**config.mk**
```make
export PLATFORM = sky130hd
export DESIGN_NAME = seven_seg_scanner
export DESIGN_NICKNAME = d
export VERILOG_FILES = /design/src/rtl/seven_seg_scanner.sv
export SDC_FILE = /design/constraint.sdc
export NUM_CORES = 1
export LEC_CHECK = 0
export BUFFER_PORTS_ARGS = -buffer_cell sky130_fd_sc_hd__clkbuf_2
export CAP_MARGIN = 40
export CORE_ASPECT_RATIO = 1.25
export CORE_MARGIN = 2
export CORE_UTILIZATION = 55
export CTS_BUF_LIST = sky130_fd_sc_hd__clkbuf_16
export DETAILED_ROUTE_END_ITERATION = 10
export PLACE_DENSITY = 0.77
export SYNTH_ARGS = -nofsm -noshare
export SYNTH_HDL_FRONTEND = slang
export SYNTH_SLANG_ARGS = --single-unit
export TNS_END_PERCENT = 1
```
**constraint.sdc**
```tcl
create_clock -name clk -period 4.7 [get_ports clk]
set_input_delay 0.94 -clock clk [delete_from_list [all_inputs] [get_ports clk]]
set_output_delay 0.94 -clock clk [all_outputs]
set_load 0.01 [all_outputs]
```
**src/rtl/seven_seg_scanner.sv**
```systemverilog
// rtl/seven_seg_scanner.sv - four-digit multiplexed seven-segment scanner, fixed XX.XX format
module seven_seg_scanner #(
    parameter int REFRESH_DIV = 100000
) (
    input  logic       clk,
    input  logic       reset,
    input  logic       load,
    input  logic [3:0] ones,
    input  logic [3:0] tens,
    input  logic [3:0] hundreds,
    input  logic [3:0] thousands,
    output logic [3:0] an,
    output logic [6:0] seg,
    output logic       dp
);

    localparam int              CW       = $clog2(REFRESH_DIV);
    localparam logic [CW-1:0]   CNT_LAST = CW'(REFRESH_DIV - 1);

    logic [CW-1:0] r_cnt;
    logic [1:0]    r_idx;
    logic [3:0]    r_d0;
    logic [3:0]    r_d1;
    logic [3:0]    r_d2;
    logic [3:0]    r_d3;
    logic [3:0]    r_an;
    logic [6:0]    r_seg;
    logic          r_dp;

    logic          w_wrap;
    logic [3:0]    w_digit;
    logic [6:0]    w_seg;
    logic [3:0]    w_an;
    logic          w_dp;

    assign w_wrap = (r_cnt == CNT_LAST);

    // Select the digit for the current index and decode it to active-low segments
    always_comb begin
        w_digit = r_d0;
        case (r_idx)
            2'd0: w_digit = r_d0;
            2'd1: w_digit = r_d1;
            2'd2: w_digit = r_d2;
            2'd3: w_digit = r_d3;
            default: w_digit = r_d0;
        endcase

        w_seg = 7'b0111111;
        case (w_digit)
            4'd0: w_seg = 7'b1000000;
            4'd1: w_seg = 7'b1111001;
            4'd2: w_seg = 7'b0100100;
            4'd3: w_seg = 7'b0110000;
            4'd4: w_seg = 7'b0011001;
            4'd5: w_seg = 7'b0010010;
            4'd6: w_seg = 7'b0000010;
            4'd7: w_seg = 7'b1111000;
            4'd8: w_seg = 7'b0000000;
            4'd9: w_seg = 7'b0010000;
            default: w_seg = 7'b0111111;
        endcase

        // Leading tens digit is suppressed when zero so "05.00" reads as " 5.00"
        if ((r_idx == 2'd3) && (w_digit == 4'd0)) begin
            w_seg = 7'b1111111;
        end

        w_an = 4'b1111;
        w_an[r_idx] = 1'b0;

        w_dp = (r_idx == 2'd2) ? 1'b0 : 1'b1;
    end

    // Refresh counter and digit index advance together; reset abandons any partial period
    always_ff @(posedge clk or negedge reset) begin
        if (!reset) begin
            r_cnt <= '0;
            r_idx <= 2'd0;
        end else if (w_wrap) begin
            r_cnt <= '0;
            r_idx <= r_idx + 2'd1;
        end else begin
            r_cnt <= r_cnt + CW'(1);
        end
    end

    // Capture registers take all four digits on any load edge and hold otherwise
    always_ff @(posedge clk or negedge reset) begin
        if (!reset) begin
            r_d0 <= 4'd0;
            r_d1 <= 4'd0;
            r_d2 <= 4'd0;
            r_d3 <= 4'd0;
        end else if (load) begin
            r_d0 <= ones;
            r_d1 <= tens;
            r_d2 <= hundreds;
            r_d3 <= thousands;
        end
    end

    // Display drive is registered from pre-edge index and digits, blank while in reset
    always_ff @(posedge clk or negedge reset) begin
        if (!reset) begin
            r_an  <= 4'b1111;
            r_seg <= 7'b1111111;
            r_dp  <= 1'b1;
        end else begin
            r_an  <= w_an;
            r_seg <= w_seg;
            r_dp  <= w_dp;
        end
    end

    assign an  = r_an;
    assign seg = r_seg;
    assign dp  = r_dp;

endmodule

```
* Word-level counts from Yosys, hierarchy flattened
Memory sizes are Yosys's and may differ from the RTL's. Cells that the tools add are included.
Word-level totals: bits in registers 47, memory bits (read-only) 112, output and inout port bits 12, word-level logic and storage cells 29, memories kept 1
Cells by class: add/subtract/negate cells 2, order comparisons 2, eq/ne operators 4, multiplexer cells 6, bitwise operators 1, reduce and logical (&&, ||, !) cells 4
Memory list:
- (no name shown) | depth 16, bits a word 7, rd ports 1, clocked after Yosys merged registers in 0, write ports 0, line 50 | case (w_digit)
Operators by type and width (count):
- adder 17 x 1 -> 17 bit (second input constant) | 1
- == test 17 bit (second input constant) | 1
- two-way mux 17 bit | 1
- one-hot mux 4 bit (4 select lines) | 1
- two-way mux 7 bit | 1
- == test 2 bit (second input constant) | 2
- logical NOT 4 bit | 1
- inverter 4 bit | 1
- < comparator 2 x 3 -> 1 bit (second input constant) | 1
- adder 2 x 1 -> 2 bit (second input constant) | 1
- demux 1 bit (select 2 bit) | 1
- == test 2 x 1 -> 1 bit (second input constant) | 1
- >= comparator 2 x 1 -> 1 bit (second input constant) | 1
- logical AND 1 bit | 2
- logical NOT 2 bit | 1
- two-way mux 1 bit | 2

* Logic depth before layout (Yosys ltp)
depth in word-level cells 5, mapped depth 10

* Least setup slack after synthesis
Ideal clock, no wire load.
path kind reg2reg, start reg r_idx[0], end reg r_seg[3], in the netlist seg[3], data arrival time 2034 ps, setup slack 2585 ps, stages on the path, launching flop included 11, path through dfrtp_1 inv_1 ha_1 a222oi_1 mux2i_2 inv_2 ha_1 inv_1 nor2_1 o21ai_0 a211oi_2
Between the ends: longest elaborated chain between the ends 5, elaborated cells on any way between the ends 9
Ends and longest elaborated chain:
- from (decl) | line 21 | logic [1:0] r_idx;
- from (signal assigned) | line 82 | r_idx <= r_idx + 2'd1;
- branches (longest 4 deep; another with memory read (16 x 7 bit))
- two-way mux 7 bit * | line 65 | if ((r_idx == 2'd3) && (w_digit == 4'd0)) begin
- named net w_seg[3] | line 32 | logic [6:0] w_seg;
- to (signal assigned) | line 111 | r_seg <= w_seg;
- to (decl) | line 27 | logic [6:0] r_seg;
Mark *: on every way through the listed nets, which the timed path passes. A chain may end at the register's enable or synchronous reset.

* Worst setup path after layout
Same ends and word-level chain as after synthesis.

==> metrics.md <==
| Metric | Value |
|---|---|
| CP Capture Type | register |
| Core area | 0.00378 mm² |
| Post-CTS Repair Setup Buffers | 0 |
| Worst IR Drop VDD | 0.000262 V |
| Hold Violations, Final | 0 |
| Clock Pin Slew Worst Setup and Hold Paths | 60 ps |
| Mapped Cells | 181 |
| Yosys warning count | 0 |
| Setup violators final | 0 |
| I/O Buffers | 30 |
| Vias in the first global route | roughly 1600 |
| Crit share post-route | a little over half |
| Fin nets | ~240 |
| Post-synth net total | 209 |
| Synth cell count leaders | dfrtp_1, inv_1, mux2_2, nor2_1, dfstp_2 |
| RR Endpoint | seg[3] |
| Final HPWL DP | 3120 µm |
| Critical path arrival | approximately 2700 ps |
| Critical Path RT | about 4900 ps |
| GPL Wtd Cong | 0.862 |
| Post-cts hold buffer count | 0 |
| RSZ-0062 raised after global routing | false |
| CTS root buf | clkbuf_16 |
| Worst Hold Class | reg -> reg |
| Row count | 25 |
| WHS Endpoint | r_cnt[0] |
| Seq/Total Area, Yosys | between 50% and 60% |
| # diodes | 0 |
| Main flop type after synthesis | dfrtp_1 |
| Mapped cell area | 0.00217 mm² |
| DRC viols | 0 |
| Accumulated negative setup slack | 0 ps |
| Tmin final | 2530 ps |
| First-pass GRT wire length | 7190 µm |
| Flops & latches, synth | 46 |
| Top cell type's share of synthesized area | 40.4% |
| Slew @ Worst Pin | 596 ps |
| Ys async rst share | 100% |
| Via count | 1521 |
| Htree depth | 2 |
| Top-count cell post-synth | dfrtp_1 |
| Max-slew violations | 0 |
| WHS Path Cells | 1 |
| Clk Latency, worst-skew pair | ~280 ps |
| Total grt overflow | 0 |
| Initial drt markers | 66 |
| Worst Setup Start Kind | register |
| Largest cells by area after synthesis | dfrtp_1, dfstp_2, mux2_2, ha_1, xnor2_1 |
| Area Growth Syn to Fin | 16.7% |
| Vias/cell | 5.63 |
| CP max FO | 5 |
| Die Width | 60.1 µm |
| CP Class | reg -> reg |
| Min-delay src | r_cnt[0] |
| PD cells | ~330 mW/mm² |
| Reg2reg setup slack | 2170 ps |
| # resized after CTS | 0 |
| Setup Skew | 4.83 ps |
| Layout cells sized above 1 | roughly a third |
| I/O Pins | 31 |
| Finished Cell Area | 0.00253 mm² |
| Num Clock Sinks | 46 |
| Area leader, netlist | dfrtp_1 |
| Drt total wl | 4120 µm |
| Die height | 74.2 µm |
| Number of synthesized flops with an enable pin | 0 |
| Slew margin rel. | 60.3% |
| Worst r2r src | r_idx[0] |
| Num CTS Buffers | 5 |
| CTS tree | built |
| Wirelength per Cell | ~15 µm |
| FMAX | 396 MHz |
| Antenna Nets Post-Route | 0 |
| Tot GR Track Use | between 20% and 30% |
| Initial antenna violation count | 0 |
| Largest net degree at the start of global routing | 25 |
| Die area | 0.00446 mm² |
| DR pass1 iterations | 4 |
| Initial core utilization | 57.2% |
| Outcome | finished, final reports clean |
| Synth unique cells | 45 |
| Clock buffer depth | 2 |
| R2R cell count | 10 |
| Max Cap Viol | 0 |
| Mean Syn Cell Area | 12.0 µm² |
| Leakage | 1.14 nW |
| DP Area | 0.00239 mm² |
==> cells by family after synthesis <==
family	after synthesis	synth area share, %
AOI/OAI and AO/OA	26	8.32
buffers and inverters	18	3.35
DFF	46	53.8
adders and majority gates	9	5.20
muxes	20	10.5
xor gates and xnor gates	14	5.66
and+or+nand+nor	48	13.2
==> worst max-delay path, cell delays in order, from the launching register on <==
cell and delay (ps):
dfrtp_1 370, inv_1 110, ha_1 270, a222oi_1 380, mux2i_1 200, inv_1 150, ha_1 180, inv_1 70
nor2_1 280, o21ai_0 210, a211oi_2 220
==> routing by layer <==
metal | routed length, µm | global-route usage (%) | up-vias
met5 | 0 | 0 | -
met4 | 145 | 11.9 | 0
met3 | 170 | 5.91 | 17
met2 | 2150 | 37.2 | 50
met1 | 1650 | 24.8 | 748
li1 | - | - | 706
==> power breakdown <==
group / switching (mW) / internal [mW]
Combinational: 0.0475 / 0.0382
Sequential: 0.00951 / 0.425
Clock: 0.133 / 0.191
==> metrics by stage <==
stage          std cells  hold WS [ps]  power (mW)  utilization [%]  worst slack (ps)
2_1_floorplan        181           453       0.489                -              2580
3_3_place_gp         261           473       0.519             62.4              2480
3_5_place_dp         262           481       0.527             63.2              2270
4_1_cts              270           489       0.854             66.8              2240
5_1_grt              270           505       0.883             66.8              2000
6_report             270           487       0.845             66.8              2170
==> cells in the final DEF, fill, tap and decap left out, types with 3 or more instances in the layout <==
cell type and n:
nand3_1 5, dfstp_2 11, ha_1 9, clkinv_1 3, xor2_1 5, nand2_1 10
clkbuf_16 5, mux2_2 13, dfrtp_1 35, a21oi_1 4, a222oi_1 3, inv_1 13
nor2_1 12, o21ai_0 9, mux2i_1 4, clkbuf_2 30, xnor2_1 9, nand4_1 4
nor3_1 5
==> state kept, by name, indices dropped and copies added (netlist names) <==
name	count
an	4
r_d1	4
r_cnt	17
r_idx	2
r_d2	4
seg	7
r_d0	4
r_d3	4
==> cell type report <==
cell class | count | area, µm²
well taps | 54 | 67.6
clock buffers | 5 | 125
multi-input cells | 117 | 928
repair buffers | 31 | 178
flip-flops and latches | 46 | 1160
inverters | 14 | 52.6
fillers | 301 | 1260
clock inverters | 3 | 11.3
==> how the worst max path moves through the flow <==
| stage | start | end | depth (start not counted) |
|---|---|---|---|
| 2_1_floorplan | r_idx[0] | seg[3] | 10 |
| 3_3_place_gp | r_idx[0] | seg[3] | 10 |
| 3_5_place_dp | r_idx[0] | seg[3] | 10 |
| 4_1_cts | r_idx[0] | seg[3] | 10 |
| 5_1_grt | r_idx[0] | seg[3] | 10 |
| 6_report | r_idx[0] | seg[3] | 10 |
Power figures use the tool's default switching activity.
